--- config.mk ---
export PLATFORM = sky130hd
export DESIGN_NAME = uart_tx_report
export DESIGN_NICKNAME = d
export VERILOG_FILES = /design/src/rtl/uart_tx_report.sv
export SDC_FILE = /design/constraint.sdc
export NUM_CORES = 1
export LEC_CHECK = 0
export BUFFER_PORTS_ARGS = -buffer_cell sky130_fd_sc_hd__buf_4
export CAP_MARGIN = 20
export CORE_ASPECT_RATIO = 0.9
export CORE_UTILIZATION = 60
export DETAILED_ROUTE_END_ITERATION = 8
export PLACE_DENSITY = 0.88
export SLEW_MARGIN = 20
export SYNTH_ARGS = -nofsm -noshare
export SYNTH_HDL_FRONTEND = slang
export SYNTH_SLANG_ARGS = --single-unit
--- constraint.sdc ---
create_clock -name clk -period 4.33 [get_ports clk]
set_input_delay 0.866 -clock clk [delete_from_list [all_inputs] [get_ports clk]]
set_output_delay 0.866 -clock clk [all_outputs]
set_load 0.01 [all_outputs]
--- src/rtl/uart_tx_report.sv ---
// Report-frame UART transmitter: shadows config-bus parameter writes and, on request,
// sends HEADER, a snapshot of every parameter byte and an 8-bit checksum, 8N1.
module uart_tx_report #(
  parameter int unsigned ADDR_MAX    = 5,
  parameter int unsigned ADDR_W      = 4,
  parameter int unsigned DATA_W      = 8,
  parameter int unsigned BIT_CNT_MAX = 434,
  parameter logic [7:0]  HEADER      = 8'hA5
) (
  input  logic              clk,
  input  logic              rst,
  input  logic [ADDR_W-1:0] addr,
  input  logic [DATA_W-1:0] data,
  input  logic              en,
  input  logic              send,
  output logic              tx,
  output logic              busy,
  output logic              done
);

  localparam int unsigned CNT_W   = (BIT_CNT_MAX > 1) ? $clog2(BIT_CNT_MAX) : 1;
  localparam int unsigned N_BYTES = ADDR_MAX + 2;
  localparam int unsigned BYTE_W  = $clog2(N_BYTES);

  typedef enum logic [1:0] {S_IDLE, S_START, S_DATA, S_STOP} state_t;

  state_t            r_state;
  logic [DATA_W-1:0] r_shadow [ADDR_MAX];
  logic [DATA_W-1:0] r_buf    [ADDR_MAX];
  logic [CNT_W-1:0]  r_cnt;
  logic [2:0]        r_bit_idx;
  logic [BYTE_W-1:0] r_byte_idx;
  logic [7:0]        r_shift;
  logic [7:0]        r_chk;
  logic              r_tx;
  logic              r_busy;
  logic              r_done;
  logic              r_pending;

  logic              w_bit_end;
  logic              w_last_byte;
  logic [7:0]        w_next_param;

  assign w_bit_end   = (r_cnt == CNT_W'(BIT_CNT_MAX - 1));
  assign w_last_byte = (r_byte_idx == BYTE_W'(N_BYTES - 1));

  // Parameter byte that follows the byte currently on the line (index = r_byte_idx)
  always_comb begin
    w_next_param = '0;
    for (int i = 0; i < ADDR_MAX; i++) begin
      if (r_byte_idx == BYTE_W'(i)) w_next_param = r_buf[i];
    end
  end

  // Shadow copy of the config bus; out-of-range addresses never match a slot
  always_ff @(posedge clk or posedge rst) begin
    if (rst) begin
      for (int i = 0; i < ADDR_MAX; i++) r_shadow[i] <= '0;
    end else begin
      for (int i = 0; i < ADDR_MAX; i++) begin
        if (en && (addr == ADDR_W'(i))) r_shadow[i] <= data;
      end
    end
  end

  always_ff @(posedge clk or posedge rst) begin
    if (rst) begin
      r_state    <= S_IDLE;
      for (int i = 0; i < ADDR_MAX; i++) r_buf[i] <= '0;
      r_cnt      <= '0;
      r_bit_idx  <= '0;
      r_byte_idx <= '0;
      r_shift    <= '0;
      r_chk      <= '0;
      r_tx       <= 1'b1;
      r_busy     <= 1'b0;
      r_done     <= 1'b0;
      r_pending  <= 1'b0;
    end else begin
      r_done <= 1'b0;
      if ((r_state != S_IDLE) && send) r_pending <= 1'b1;
      if (r_state != S_IDLE) r_cnt <= w_bit_end ? '0 : r_cnt + 1'b1;

      case (r_state)
        S_IDLE: begin
          if (send || r_pending) begin
            for (int i = 0; i < ADDR_MAX; i++) r_buf[i] <= r_shadow[i];
            r_state    <= S_START;
            r_shift    <= HEADER;
            r_chk      <= HEADER;
            r_byte_idx <= '0;
            r_cnt      <= '0;
            r_tx       <= 1'b0;
            r_busy     <= 1'b1;
            r_pending  <= 1'b0;
          end
        end
        S_START: begin
          if (w_bit_end) begin
            r_state   <= S_DATA;
            r_bit_idx <= '0;
            r_tx      <= r_shift[0];
            r_shift   <= {1'b0, r_shift[7:1]};
          end
        end
        S_DATA: begin
          if (w_bit_end) begin
            if (r_bit_idx == 3'd7) begin
              r_state <= S_STOP;
              r_tx    <= 1'b1;
            end else begin
              r_bit_idx <= r_bit_idx + 1'b1;
              r_tx      <= r_shift[0];
              r_shift   <= {1'b0, r_shift[7:1]};
            end
          end
        end
        S_STOP: begin
          // done covers exactly the final clock of the checksum stop bit
          if (w_last_byte && (r_cnt == CNT_W'(BIT_CNT_MAX - 2))) r_done <= 1'b1;
          if (w_bit_end) begin
            if (w_last_byte) begin
              r_state <= S_IDLE;
              r_busy  <= 1'b0;
            end else begin
              r_state    <= S_START;
              r_tx       <= 1'b0;
              r_byte_idx <= r_byte_idx + 1'b1;
              if (r_byte_idx == BYTE_W'(ADDR_MAX)) begin
                r_shift <= r_chk;
              end else begin
                r_shift <= w_next_param;
                r_chk   <= r_chk + w_next_param;
              end
            end
          end
        end
        default: r_state <= S_IDLE;
      endcase
    end
  end

  assign tx   = r_tx;
  assign busy = r_busy;
  assign done = r_done;

endmodule

==> summary.md <==
| Metric | Value |
|---|---|
| Core footprint | 0.00917 mm² |
| Reg2Reg Depth | 13 |
| Drc violations | 0 |
| DR vias/cell | 6.04 |
| Clock Tree Root | clkbuf_8 |
| Antenna-violating nets left | 0 |
| DR vias | 3,932 |
| Startpoint types | flop |
| WL final | 12,200 µm |
| DR WL/cell | 18.7 µm |
| Clk Latency, worst-skew pair | 530 ps |
| Async S/R FF share, synth | 100% |
| YS warnings | 0 |
| Final TNS setup | 0 ps |
| Mapped cell area | 0.00569 mm² |
| WP buf/inv | 1 |
| Mapped Cells | 494 |
| Place WS | 805 ps |
| Placer Congestion | 0.907 |
| Critical Setup Path Class | reg2reg |
| Final Max Slew Viols | 0 |
| Worst setup EP type | flop |
| Hold buffers post-CTS | 0 |
| Unique masters post-synth | 59 |
| CTS Sinks | 117 |
| Synth-to-Final Area Change | 15.0% |
| Hold Violations, Final | 0 |
| Commonest cells after routing, fill and taps aside | dfrtp_1 (116), mux2_2 (80), nand2_1 (49) |
| Min cycle time layout | 3590 ps |
| Number of synthesized flops with an enable pin | 0 |
| Max Cap Viol | 0 |
| Worst slew pin tran | 673 ps |
| Boundary Pins | 19 |
| Worst min path class | in2async |
| Status | complete, no violations |
| Cell mode on critical path | ha_1 |
| Setup Skew | 5.66 ps |
| Vias in the first global route | 3,946 |
| Peak Freq | 279 MHz |
| Initial drt markers | 251 |
| Layout cells sized above 1 | 28.0% |
| Clock transition at path regs | 60 ps |
| Chip Height | 94.4 µm |
| Post-CTS Setup Bufs | 0 |
| Footprint of the multi-input gates | 0.00264 mm² |
| Crit path max fanout | 10 |
| Peak supply drop | 0.000390 V |
| Dpl hpwl | 8250 µm |
| Critical Path, Cell by Cell | inv_1 -> ha_1 -> and2_1 -> nor2b_1 -> a22oi_1 -> nand2_1 -> ha_1 -> a21o_1 -> a2111oi_0 -> a21oi_1 -> xnor2_1 -> nor4_1 -> nor3_2 |
| Critical-path top delay cell | a2111oi_0 |
| CTS tree | yes |
| Setup Viol. Count Final | 0 |
| Tot GR Track Use | 27.4% |
| Clk buf depth | 2 |
| H-tree depth | 4 |
| Die width | 105 µm |
| Avg Synthesized Cell Area | 11.5 µm² |
| Gr ovfl total | 0 |
| WP depth | 13 |
| Cell row count | 33 |
| Die area | 0.00988 mm² |
| Diodes inserted | 0 |
| Post-synthesis sequential area ratio | 51.5% |
| NumNets Final | 554 |
| Synthesized flop and latch total | 117 |
| Sequential cell area | 0.00293 mm² |
| Pin count of the biggest net entering global routing | 55 |
| DR pass1 iterations | 5 |
| Port bufs | 18 |
| Final period util | 82.9% |
| Initial antenna violation count | 0 |
| Final worst slack | 740 ps |
| Top delay family on crit path | simple AND/OR/NAND/NOR gates |
| Pwr/cell area | 681 mW/mm² |
| Leakage | 2.93 nW |
| Global-route wire length before repair | 20,300 µm |
| Initial Util | 62.1% |
| Synth Flop Type | dfrtp_1 |
| Net count after synthesis | 532 |
| Commonest non-fill, non-tap cell in the layout | dfrtp_1 |
| Post_cts resized | 0 |
| Overall Power | 4.46 mW |
| CP Data Arrival Time | 4000 ps |
| Data required, critical path | 4740 ps |
| RSZ-0062 raised after global routing | false |
| Max_slew headroom | 55.1% |
| Largest stage delay on the critical path | 440 ps |
| Fillers | 599 |
| Total CTS buffers | 17 |
[Yosys cell counts, drive strengths merged, types with 3 or more instances]
cell	count	area share, %
a22o	6	0.92
a21oi	24	2.1
a22oi	7	0.92
a21o	3	0.40
nand4	4	0.55
a221o	3	0.53
o31ai	4	0.53
nor3	10	1.3
nand3b	6	0.79
and3	8	0.88
buf	5	0.44
o22a	3	0.46
ha	21	4.6
and2	3	0.33
nand2	49	3.2
xor2	5	0.77
nor2b	6	0.66
inv	16	1.1
nand3	11	0.97
o21ai	37	3.3
clkbuf	13	0.86
or2	3	0.37
nor2	17	1.4
and3b	3	0.46
dfrtp	116	51
a31oi	4	0.44
mux2	81	16
[sequential cells by signal (all words and copies together) (netlist names)]
register	count
r_buf	40
r_chk	8
r_cnt	9
r_byte_idx	3
r_shift	8
r_bit_idx	3
r_shadow	40
tx	1
r_state	2
done	1
busy	1
r_pending	1
[stage by stage]
| step | instances | area (µm²) | util [%] | hold slack (ps) |
|---|---|---|---|---|
| global placement | 619 | 5940 | 64.8 | 465 |
| detailed placement | 619 | 5940 | 64.8 | 475 |
| global route | 651 | 6540 | 71.3 | 491 |
| CTS | 651 | 6540 | 71.3 | 451 |
| finish | 651 | 6540 | 71.3 | 437 |
| floorplan | 494 | 5690 | - | 449 |
[final cells by class]
type                            count  area share [%]
Clock buffer                       21            6.87
Multi-Input combinational cell    343            40.3
Sequential cell                   117            44.8
Timing Repair Buffer               21            2.41
Clock inverter                     11            2.31
Tap cell                          122            2.33
Inverter                           16           0.957
[cells by family (layout without fill, tap and decap cells)]
logic type	Yosys count	after routing	synth area share [%]
simple gates	131	131	12.8
compound gates	102	102	11.3
buf+inv	34	69	2.35
xor+xnor	7	7	1.08
fa+ha+maj	22	22	4.97
flops	117	117	51.5
mux	81	81	16.0
[power breakdown]
part	switching (mW)	internal (mW)
Combinational	0.705	0.649
Sequential	0.253	1.44
Clock	0.503	0.908
[path summary, 6_finish.rpt]
kind                       slack [ps]      endpoint          start
setup / recovery                  740      r_chk[7]  r_byte_idx[0]
hold / removal                    440     r_buf[30]            rst
setup reg to reg                  740      r_chk[7]  r_byte_idx[0]
hold reg to reg                   480          busy           busy
max in group asynchronous        2970  r_shadow[21]            rst
min in group clk                  480          busy           busy
[metal layers]
| metal | track usage [%] | up-vias | part of all wire [%] |
|---|---|---|---|
| met4 | 11.9 | 0 | 1.9 |
| met2 | 44.6 | 91 | 49 |
| met3 | 7.45 | 24 | 4.7 |
| li1 | - | 1837 | - |
| met1 | 35.0 | 1980 | 45 |
| met5 | 0 | - | 0 |
(Power assumes the default switching activity.)
